`src/rtl/pc_sequencer_pkg.sv`:
```
// rtl/pc_sequencer_pkg.sv - shared encodings for the sequencer, program counter and datapath
package pc_sequencer_pkg;

  typedef enum logic [1:0] {
    ST_FETCH  = 2'b00,
    ST_DECODE = 2'b01,
    ST_MEM    = 2'b10,
    ST_HALT   = 2'b11
  } state_e;

  typedef enum logic [1:0] {
    PCEN_HOLD = 2'b00,
    PCEN_INC  = 2'b01,
    PCEN_LOAD = 2'b10,
    PCEN_ADD  = 2'b11
  } pc_en_e;

  localparam logic [3:0] OP_BCOND = 4'b1100;
  localparam logic [3:0] OP_MEMJ  = 4'b0100;

  localparam logic [3:0] EXT_LOAD  = 4'b0000;
  localparam logic [3:0] EXT_STOR  = 4'b0100;
  localparam logic [3:0] EXT_JAL   = 4'b1000;
  localparam logic [3:0] EXT_JCOND = 4'b1100;

  localparam logic [15:0] INSTR_HALT = 16'hFFFF;

  localparam logic [3:0] COND_EQ = 4'b0000;
  localparam logic [3:0] COND_NE = 4'b0001;
  localparam logic [3:0] COND_CS = 4'b0010;
  localparam logic [3:0] COND_CC = 4'b0011;
  localparam logic [3:0] COND_HI = 4'b0100;
  localparam logic [3:0] COND_LS = 4'b0101;
  localparam logic [3:0] COND_GT = 4'b0110;
  localparam logic [3:0] COND_LE = 4'b0111;
  localparam logic [3:0] COND_FS = 4'b1000;
  localparam logic [3:0] COND_FC = 4'b1001;
  localparam logic [3:0] COND_UC = 4'b1110;

  // Bit positions inside the {Z,C,N,F,L} flag word.
  localparam int FLAG_Z = 4;
  localparam int FLAG_C = 3;
  localparam int FLAG_N = 2;
  localparam int FLAG_F = 1;
  localparam int FLAG_L = 0;

  typedef enum logic [2:0] {
    CLS_ALU   = 3'd0,
    CLS_BCOND = 3'd1,
    CLS_JCOND = 3'd2,
    CLS_JAL   = 3'd3,
    CLS_LOAD  = 3'd4,
    CLS_STOR  = 3'd5,
    CLS_HALT  = 3'd6,
    CLS_NOP   = 3'd7
  } instr_class_e;

  // Halt wins over the ALU class that its all-ones opcode would otherwise select.
  function automatic instr_class_e classify(input logic [15:0] ir);
    instr_class_e cls;
    if (ir == INSTR_HALT) begin
      cls = CLS_HALT;
    end else if (ir[15:12] == OP_BCOND) begin
      cls = CLS_BCOND;
    end else if (ir[15:12] == OP_MEMJ) begin
      case (ir[7:4])
        EXT_LOAD:  cls = CLS_LOAD;
        EXT_STOR:  cls = CLS_STOR;
        EXT_JAL:   cls = CLS_JAL;
        EXT_JCOND: cls = CLS_JCOND;
        default:   cls = CLS_NOP;
      endcase
    end else begin
      cls = CLS_ALU;
    end
    return cls;
  endfunction

  function automatic logic [15:0] sext_disp(input logic [7:0] disp);
    return {{8{disp[7]}}, disp};
  endfunction

endpackage

```
`src/rtl/cond_eval.sv`:
```
// rtl/cond_eval.sv - combinational branch/jump condition evaluator
module cond_eval
  import pc_sequencer_pkg::*;
(
  input  logic [3:0] cond,
  input  logic [4:0] flags,
  output logic       taken
);

  always_comb begin
    taken = 1'b0;
    case (cond)
      COND_EQ: taken = flags[FLAG_Z];
      COND_NE: taken = ~flags[FLAG_Z];
      COND_CS: taken = flags[FLAG_C];
      COND_CC: taken = ~flags[FLAG_C];
      COND_HI: taken = flags[FLAG_L];
      COND_LS: taken = ~flags[FLAG_L];
      COND_GT: taken = flags[FLAG_N];
      COND_LE: taken = ~flags[FLAG_N];
      COND_FS: taken = flags[FLAG_F];
      COND_FC: taken = ~flags[FLAG_F];
      COND_UC: taken = 1'b1;
      default: taken = 1'b0;
    endcase
  end

endmodule

```
`src/rtl/pc_sequencer.sv`:
```
// rtl/pc_sequencer.sv - fetch/decode/memory control sequencer driving the PC and register file
module pc_sequencer
  import pc_sequencer_pkg::*;
(
  input  logic        clk,
  input  logic        reset_n,
  input  logic [15:0] instr,
  input  logic [4:0]  flags,
  input  logic [15:0] rtarget,
  input  logic        memAck,
  output logic [1:0]  pcEn,
  output logic [15:0] newAdr,
  output logic [15:0] imm,
  output logic        memReq,
  output logic        memWe,
  output logic        addrSel,
  output logic        irLoad,
  output logic        regWrite,
  output logic        linkSel
);

  state_e       r_state;
  state_e       w_next_state;
  logic [15:0]  r_ir;
  instr_class_e w_class;
  logic [3:0]   w_cond;
  logic [7:0]   w_disp;
  logic         w_taken;

  assign w_class = classify(r_ir);
  assign w_cond  = r_ir[11:8];
  assign w_disp  = r_ir[7:0];

  cond_eval u_cond_eval (
    .cond  (w_cond),
    .flags (flags),
    .taken (w_taken)
  );

  always_ff @(posedge clk or negedge reset_n) begin
    if (!reset_n) begin
      r_state <= ST_FETCH;
      r_ir    <= '0;
    end else begin
      r_state <= w_next_state;
      if (irLoad) begin
        r_ir <= instr;
      end
    end
  end

  always_comb begin
    w_next_state = r_state;
    pcEn         = PCEN_HOLD;
    newAdr       = '0;
    imm          = '0;
    memReq       = 1'b0;
    memWe        = 1'b0;
    addrSel      = 1'b0;
    irLoad       = 1'b0;
    regWrite     = 1'b0;
    linkSel      = 1'b0;

    case (r_state)
      ST_FETCH: begin
        memReq = 1'b1;
        if (memAck) begin
          irLoad       = 1'b1;
          w_next_state = ST_DECODE;
        end
      end

      ST_DECODE: begin
        w_next_state = ST_FETCH;
        case (w_class)
          CLS_HALT: w_next_state = ST_HALT;
          CLS_ALU: begin
            regWrite = 1'b1;
            pcEn     = PCEN_INC;
          end
          CLS_BCOND: begin
            if (w_taken) begin
              pcEn = PCEN_ADD;
              imm  = sext_disp(w_disp);
            end else begin
              pcEn = PCEN_INC;
            end
          end
          CLS_JCOND: begin
            if (w_taken) begin
              pcEn   = PCEN_LOAD;
              newAdr = rtarget;
            end else begin
              pcEn = PCEN_INC;
            end
          end
          CLS_JAL: begin
            regWrite = 1'b1;
            linkSel  = 1'b1;
            newAdr   = rtarget;
            pcEn     = PCEN_LOAD;
          end
          CLS_LOAD, CLS_STOR: w_next_state = ST_MEM;
          default: pcEn = PCEN_INC;
        endcase
      end

      ST_MEM: begin
        memReq  = 1'b1;
        addrSel = 1'b1;
        memWe   = (w_class == CLS_STOR);
        if (memAck) begin
          regWrite     = (w_class == CLS_LOAD);
          pcEn         = PCEN_INC;
          w_next_state = ST_FETCH;
        end
      end

      default: w_next_state = ST_HALT;
    endcase

    // Outputs read as zero for the whole time reset is held, not just from the next edge.
    if (!reset_n) begin
      pcEn     = PCEN_HOLD;
      newAdr   = '0;
      imm      = '0;
      memReq   = 1'b0;
      memWe    = 1'b0;
      addrSel  = 1'b0;
      irLoad   = 1'b0;
      regWrite = 1'b0;
      linkSel  = 1'b0;
    end
  end

endmodule

```
`config.mk`:
```
export PLATFORM = sky130hd
export DESIGN_NAME = pc_sequencer
export DESIGN_NICKNAME = d
export VERILOG_FILES = /design/src/rtl/pc_sequencer_pkg.sv /design/src/rtl/cond_eval.sv /design/src/rtl/pc_sequencer.sv
export SDC_FILE = /design/constraint.sdc
export NUM_CORES = 1
export LEC_CHECK = 0
export BUFFER_PORTS_ARGS = -buffer_cell sky130_fd_sc_hd__buf_4
export CAP_MARGIN = 10
export CORE_MARGIN = 8
export CORE_UTILIZATION = 46
export CTS_BUF_LIST = sky130_fd_sc_hd__clkbuf_4
export CTS_CLUSTER_DIAMETER = 60
export DETAILED_ROUTE_END_ITERATION = 6
export GPL_TIMING_DRIVEN = 1
export PLACE_DENSITY = 0.81
export SYNTH_ARGS = -nofsm -noshare
export SYNTH_HDL_FRONTEND = slang
export SYNTH_HIERARCHICAL = 1
export SYNTH_SLANG_ARGS = --single-unit
```
`constraint.sdc`:
```
create_clock -name clk -period 2.6 [get_ports clk]
set_clock_uncertainty 0.2 [all_clocks]
set_input_delay 0.26 -clock clk [delete_from_list [all_inputs] [get_ports clk]]
set_output_delay 0.26 -clock clk [all_outputs]
set_load 0.02 [all_outputs]
```
# --- Word level (Yosys, flattened, before mapping) ---
# Cells that the tools add are included.
word_totals:
  register_bits: 18
  output_inout_bits: 40
  elab_cells: 81
  inputBits: 40
op_classes:
  n_eq_ne: 26
  n_mux: 39
  bitwise_logic: 5
  n_reduce_logical: 9
op_table:
  columns: ["op", "n"]
  rows:
  - ["2-to-1 mux 16 bit", 7]
  - ["one-hot mux 16 bit (2 select lines)", 1]
  - ["equality test 4 x 3 -> 1 bit (second input constant)", 6]
  - ["equality test 4 bit (second input constant)", 6]
  - ["equality test 16 bit (second input constant)", 1]
  - ["2-to-1 mux 1 bit", 16]
  - ["one-hot mux 3 bit (4 select lines)", 1]
  - ["one-hot mux 1 bit (11 select lines)", 1]
  - ["2-to-1 mux 2 bit", 5]
  - ["equality test 3 bit (second input constant)", 3]
  - ["2-to-1 mux 3 bit", 3]
  - ["equality test 4 x 2 -> 1 bit (second input constant)", 2]
  - ["logical NOT 4 bit", 2]
  - ["one-hot mux 2 bit (2 select lines)", 2]
  - ["one-hot mux 2 bit (4 select lines)", 1]
  - ["equality test 3 x 2 -> 1 bit (second input constant)", 2]
  - ["one-hot mux 2 bit (3 select lines)", 1]
  - ["OR reduction 2 bit", 3]
  - ["NOT 1 bit", 5]
  - ["equality test 4 x 1 -> 1 bit (second input constant)", 1]
  - ["inequality test 2 bit (second input constant)", 2]
  - ["equality test 3 x 1 -> 1 bit (second input constant)", 1]
  - ["logical NOT 3 bit", 1]
  - ["OR reduction 3 bit", 1]
  - ["5 further kinds", 5]

# --- Logic depth before layout (Yosys ltp) ---
# Gate-level depths: netlist of the first run.
logic_depth:
  word_depth: 10
  mapped_depth: 9
  mapped_depth_nobuf: 8

# --- Modules after synthesis ---
# Netlist of the first run, hierarchy kept.
modules_own_cells:
  columns: ["mod", "area_per_inst_um2", "instances", "cells_per_inst", "seq_area_each_um2"]
  rows:
  - ["pc_sequencer", 1396.3, 1, 147, 450.4]
  - ["cond_eval", 83.8, 1, 12, 0.0]

# --- Least setup slack after synthesis of the first run ---
# No wires, ideal clock.
synth_path:
  path_kind: "reg-to-output"
  start: "register r_ir[11]"
  end: "output port newAdr[10]"
  arrival_time_ps: 2057
  path_stages_with_launch: 10
  path_buffers: 1
  slack_ps: 83
  t_required_ps: 2140
  path_cell_list: "dfrtp_1 -> mux2i_1 -> xnor2_1 -> o21a_1 -> a31oi_1 -> nand2b_1 -> nand2_1 -> a211o_2 -> buf_4 -> nor3_2"
synth_between:
  elab_chain_cells: 6
  elab_cells_between_ends: 20
  classes_between: "eq/ne: 13; mux: 6; reduce/logical: 1"
synth_rtl:
  columns: ["element", "line", "source"]
  rows:
  - ["start: declaration", "pc_sequencer.sv:24", "logic [15:0] r_ir;"]
  - ["start signal: assignment", "pc_sequencer.sv:47", "r_ir <= instr;"]
  - ["equality test 4 bit, or another cell as far along", "cond_eval.sv:12", "case (cond)"]
  - ["one-hot mux 1 bit (11 select lines) *", "cond_eval.sv:12", null]
  - ["via w_taken", "pc_sequencer.sv:28", "logic w_taken;"]
  - ["2-to-1 mux 16 bit *", "pc_sequencer.sv:90", "if (w_taken) begin"]
  - ["one-hot mux 16 bit (2 select lines) *", "pc_sequencer.sv:75", "case (w_class)"]
  - ["2-to-1 mux 16 bit *", "pc_sequencer.sv:64", "case (r_state)"]
  - ["2-to-1 mux 16 bit *", "pc_sequencer.sv:123", "if (!reset_n) begin"]
  - ["end: declaration", "pc_sequencer.sv:12", "output logic [15:0] newAdr,"]
# The timed path passes the listed nets; every way through them passes the cells marked *.

# --- Final worst setup path of the first run ---
layout_path:
  start: "register r_ir[11]"
  end: "output port newAdr[2]"
# The elaborated chain is that of the path after synthesis.

==> flow_metrics.py, run 1 <==
metrics = {
    "critical_path": {
        "cp.arrival_ps": 2310,
        "critPathCapture": "newAdr[2]",
        "r2r_cells": 4,
        "worstSetupEndpointType": "output port",
        "r2r_slack_ps": 800,
        "r2r-start": "r_ir[15]",
        "worstPathRequired_ps": 2140,
        "path_class": "reg2out",
        "worstPathMaxFanout": 8,
        "setup.worst_path.start": "r_ir[11]",
        "critPathLaunchType": "register",
        "r2r-end": "r_state[1]",
    },
    "hold_path": {
        "hold_class": "in2reg",
    },
    "power": {
        "power_density_nw_per_um2": 837,
        "intPower_uw": 1040,
        "clock_power_share_pct": 6.8,
        "p_seq_share_pct": 35.4,
        "p_comb_share_pct": 57.7,
        "p_leak_uw": 0.00112,
        "swShare_pct": 45.6,
        "irDropWorstVdd_mv": 0.512,
        "power.switching_uw": 874,
    },
    "synthesis": {
        "yosys.area.top_type_share_pct": 30.4,
        "seq_area_frac_synth_pct": 30.4,
        "syn_inst": 159,
        "syn_avg_cell_area_um2": 9.31,
        "yosys_register_bits": 18,
        "synth_cell_type_count": 41,
        "syn_area_um2": 1480,
        "syn-num-nets": 203,
        "synth_top_area_cell": "dfrtp_1",
        "synthTopCellsByArea": "dfrtp_1 (30%), mux2_2 (12%), nor3_2 (7.4%)",
        "yosysWarnings": 6,
    },
    "cts": {
        "htree_num_levels": 1,
        "cts.sinks": 18,
        "cts_tree": "yes",
        "cts_root_buffer": "clkbuf_4",
        "clk_pin_slew_worst_paths_ps": 100,
        "clk_latency_ps": 280,
        "cts_buffers": 3,
        "clockBufferDepth": 2,
    },
    "timing": {
        "slew_headroom_pct": 46.8,
        "whs_ps": 6.48,
        "min_period_ps": 2770,
        "fin_crit_sh_pct": 107,
        "tightestPinTransition_ps": 795,
        "slew_viol_final": 0,
        "setup_viol": 17,
        "rsz0062_at_grt": "yes",
        "layout_setup_ws_ps": -173,
        "fmax_mhz": 361,
        "finalHoldViolations": 0,
    },
    "floorplan": {
        "coreArea_um2": 3050,
        "die_h_um": 72.7,
        "die-width_um": 72.7,
        "die_area_um2": 5290,
        "io_pins": 80,
        "rows": 20,
        "start_util_pct": 48.5,
    },
    "finish": {
        "final_cell_area_um2": 2290,
        "layout_commonest_cell": "buf_4",
        "n_fill_cell": 238,
        "syn_to_final_growth_pct": 54.7,
        "diodes": 0,
        "final_net_count": 289,
        "drive_above_1_share_pct": 57.2,
        "mostFrequentLayoutCells": "buf_4 (79), inv_1 (21), mux2_2 (16)",
        "fin_cells": 287,
    },
    "grt": {
        "grt_pass1_vias": 1442,
        "grt_max_degree": 19,
        "grt-ovfl-total": 0,
        "grt_pass1_wl_um": 7130,
        "grt_usage_pct": 16.5,
        "antenna_found_initial": 0,
    },
    "placement": {
        "place.gp.congestion": 0.829,
        "post_dp_cell_area_um2": 2050,
        "portBuffers": 79,
        "dp_hpwl_um": 3340,
        "dp_cells": 272,
    },
    "outcome": {
        "outcome": "finished with violations",
        "violations": "setup timing",
    },
    "detailed_routing": {
        "final_antenna_net_count": 0,
        "first_iter_violations": 26,
        "vias": 1497,
        "first_pass_iters": 4,
        "wl_per_cell_um": 15.7,
        "wl_um": 4520,
        "drc_errors": 0,
        "via_per_inst": 5.22,
    },
    "flow_run": {
        "drv_cap": 0,
    },
}
[worst max-delay path, stage by stage (launching register included)]
cell and delay [ps]:
dfrtp_1 380, mux2i_1 250, xnor2_1 100, o21a_1 180, a31oi_2 170, nand2b_4 170
nand2_4 60, a211o_4 390, nor3_2 180, buf_4 160
[Yosys cell counts (all sizes together)]
library cell  count
or3               1
nor4b             1
o21a              2
ha                4
o31ai             1
dfrtp            18
nand2             5
mux2i             2
a211oi            1
a211o             1
a32o              1
o21bai            1
and2              9
nand4             5
a41oi             1
a21oi             5
buf              15
nor4              2
or4               1
mux2             16
o21ai             3
o211ai            2
a31oi             2
or3b              1
a21boi            1
and4b             1
nor3             19
inv              21
nor2              7
a2bb2oi           1
nand3             2
xor2              2
nor2b             2
nand2b            1
xnor2             2
[routing by layer]
metal	GRT usage [%]	up-vias	part of all wire [%]
li1	-	716	-
met1	19.3	705	43
met2	27.8	74	45
met3	5.77	2	12
met4	4.00	0	0.42
met5	0	-	0
[timing repair]
action | 4_1_cts | 5_1_grt
resized for setup | 15 | 13
endpoints found under the setup margin | 29 | 36
hold endpoints to repair | 25 | 1
setup buffers | 1 | 1
gates cloned | 1 | 0
hold buffers | 8 | 1
pin swaps | 1 | 6
[kinds of logic after synthesis]
family | count (synthesis) | share of synthesized area (%)
buf+inv | 36 | 13.4
compound gates | 22 | 10.1
xor+xnor | 4 | 2.37
flops | 18 | 30.4
fa+ha+maj | 4 | 3.38
mux | 18 | 13.5
simple gates | 57 | 26.8
[worst min-delay path by stage]
stage / from / end / slack, ps / cells after the start
after floorplan: reset_n / r_ir[0] / -240 / 0
after global placement: reset_n / r_ir[1] / -40 / 1
after detailed placement: reset_n / r_ir[1] / -40 / 1
after CTS: instr[4] / r_ir[4] / 1 / 2
after global routing: instr[11] / r_ir[11] / 0.3 / 2
final: instr[4] / r_ir[4] / 6 / 2
[metrics by stage]
| step | utilization (%) | power [µW] | worst slack (ps) | setup TNS, ps |
|---|---|---|---|---|
| after floorplan | - | 1350 | 82.9 | 0 |
| after global placement | 67.0 | 1600 | 107 | 0 |
| after detailed placement | 67.0 | 1620 | 26.4 | 0 |
| after CTS | 72.9 | 1840 | -196 | -2960 |
| after global routing | 75.0 | 2060 | -288 | -5780 |
| final | 75.0 | 1920 | -173 | -2050 |
[sequential cells by signal (all words and copies together) (netlist names)]
register and flops:
r_state 2, r_ir 16
[power by group through the flow]
stage	clock, µW	combinational (µW)	sequential [µW]
final	131	1110	679
after global routing	145	1200	712
after CTS	137	1050	654
after detailed placement	0	969	649
after global placement	0	955	644
after floorplan	0	803	552
[final cells by class]
type | instances | area (µm²) | area share [%]
clock buffer | 3 | 22.5 | 0.984
inverter | 21 | 78.8 | 3.44
tap | 44 | 55.1 | 2.40
timing repair buffer | 95 | 762 | 33.3
multi-input combinational | 106 | 916 | 40.0
sequential | 18 | 455 | 19.9
Power figures use the tool's default switching activity.
==> run 2: changes to the inputs <==
Settings changed: CELL_PAD_IN_SITES_DETAIL_PLACEMENT from default to 1, CELL_PAD_IN_SITES_GLOBAL_PLACEMENT from default to 1, CORE_UTILIZATION 46 to 33.
==> flow_metrics.py, run 2 (same netlist as run 1, synthesis figures left out) <==
metrics = {
    "finish": {
        "drive_above_1_share_pct": 61.6,
        "fin_util_pct": 58.2,
        "final_cell_area_um2": 2520,
        "final_net_count": 303,
        "diodes": 0,
        "top_register": "r_ir",
        "mostFrequentLayoutCells": "buf_4 (81), inv_1 (20), mux2_2 (16)",
        "top_regs": "r_ir: 16 flops, r_state: 2 flops",
        "layout_commonest_cell": "buf_4",
        "syn_to_final_growth_pct": 70.1,
        "largest_reg_flops": 16,
    },
    "detailed_routing": {
        "first_pass_iters": 4,
        "final_antenna_net_count": 0,
        "via_per_inst": 5.10,
        "wl_per_cell_um": 18.5,
        "vias": 1580,
        "drc_errors": 0,
        "wl_um": 5740,
        "first_iter_violations": 48,
    },
    "grt": {
        "grt_pass1_vias": 1703,
        "grt_max_degree": 19,
        "antenna_found_initial": 0,
        "grt_usage_pct": 15.0,
        "grt-ovfl-total": 0,
        "grt_pass1_wl_um": 8730,
    },
    "cts": {
        "cts.sinks": 18,
        "cts_tree": "yes",
        "htree_num_levels": 1,
        "cts_root_buffer": "clkbuf_4",
        "clockBufferDepth": 2,
        "clk_pin_slew_worst_paths_ps": 110,
        "clk_latency_ps": 290,
        "cts_buffers": 3,
    },
    "timing": {
        "rsz0062_at_grt": "yes",
        "fin_crit_sh_pct": 107,
        "min_period_ps": 2780,
        "layout_setup_ws_ps": -185,
        "slew_headroom_pct": 43.1,
        "setup_viol": 17,
        "slew_viol_final": 0,
        "tightestPinTransition_ps": 850,
        "finalSetupTns_ps": -2570,
        "fmax_mhz": 359,
        "finalHoldViolations": 0,
    },
    "critical_path": {
        "r2r-start": "r_ir[7]",
        "worstPathMaxFanout": 8,
        "path_buf_inv": 1,
        "path_class": "reg2out",
        "setup.worst_path.start": "r_ir[11]",
        "worstPathRequired_ps": 2140,
        "slowest_delay_ps": 420,
        "crit_path_top_delay_cell": "a211o_4",
        "cp.arrival_ps": 2320,
        "cp_top_family": "compound AO/OA/AOI/OAI gates",
        "r2r_slack_ps": 740,
        "path_cells": "mux2i_2 > xnor2_1 > o21a_1 > a31oi_2 > nand2b_4 > nand2_4 > a211o_4 > nor3_2 > buf_4",
        "critPathLaunchType": "register",
        "worstSetupEndpointType": "output port",
    },
    "hold_path": {
        "hold_start": "instr[13]",
        "hold_class": "in2reg",
    },
    "floorplan": {
        "rows": 24,
        "coreArea_um2": 4320,
        "die_h_um": 83.0,
        "die-width_um": 83.0,
        "start_util_pct": 34.2,
        "io_pins": 80,
        "die_area_um2": 6880,
    },
    "power": {
        "irDropWorstVdd_mv": 0.412,
        "power_density_nw_per_um2": 862,
        "p_leak_uw": 0.00121,
        "finalPower_uw": 2170,
    },
    "placement": {
        "post_dp_cell_area_um2": 2060,
        "place.gp.congestion": 0.762,
        "dp_hpwl_um": 3720,
        "portBuffers": 79,
    },
    "outcome": {
        "outcome": "finished with violations",
        "violations": "setup timing",
    },
    "flow_run": {
        "drv_cap": 0,
    },
}
-- run 2: changes by cell type in the layout (fill, tap and decap cells not counted), moves of 2 or more --
cell	previous run	this run
dfrtp_1	14	12
dlygate4sd3_1	9	15
buf_6	7	13
nor3_1	6	2
buf_4	79	81
dfrtp_2	4	6
nor3_4	0	3
-- run 2: metal layers --
metal  vias up  GRT usage (%)  wire [µm]
li1        746              -          -
met1       765           17.3       2440
met2        65           26.2       2910
met3         4           4.79        336
met4         0           3.19         50
met5         -              0          0
-- run 2: power breakdown --
group / switching [µW] / internal (µW) / total, µW / leakage (µW)
combinational: 705 / 667 / 1370 / 0.000990
sequential: 222 / 433 / 655 / 0.000208
clock: 86.4 / 55.7 / 142 / 0.0000154
-- run 2: final timing paths --
check | endpoint | cells after the start
min | r_ir[13] | 2
max | newAdr[15] | 9
max reg2reg | r_state[1] | 5
max in group asynchronous | r_ir[15] | 2
min reg2reg | r_ir[2] | 1
min in group asynchronous | r_ir[3] | 2
-- run 2: cell type report --
class,instances,area [µm²]
fill,503,1810
multi-input combinational,106,985
timing repair buffer,109,905
sequential,18,458
inverter,21,78.8
tap,52,65.1
clock buffer,3,22.5
clock inverter,1,3.75
-- run 2: stage by stage --
stage               setup WS (ps)  hold slack [ps]  instances
floorplan                    82.9             -236        159
finish                       -185             11.5        310
detailed placement          -18.6            -32.7        281
global placement             39.9            -34.6        281
CTS                          -180            0.966        301
global route                 -316             10.9        310
-- run 2: worst register-to-register path: cells and delay by family (launching register included) --
| kind | cells | cell delay, ps |
|---|---|---|
| buf+inv | 1 | 190 |
| flops | 1 | 400 |
| simple gates | 1 | 140 |
| compound gates | 3 | 850 |
-- run 2: what timing repair did --
action | in CTS | in global routing
buffers inserted | 3 | 6
gates resized for setup | 27 | 24
hold endpoints to repair | 29 | 3
pin swaps | 6 | 5
endpoints found under the setup margin | 33 | 36
gates cloned | 1 | 0
hold buffers | 12 | 3
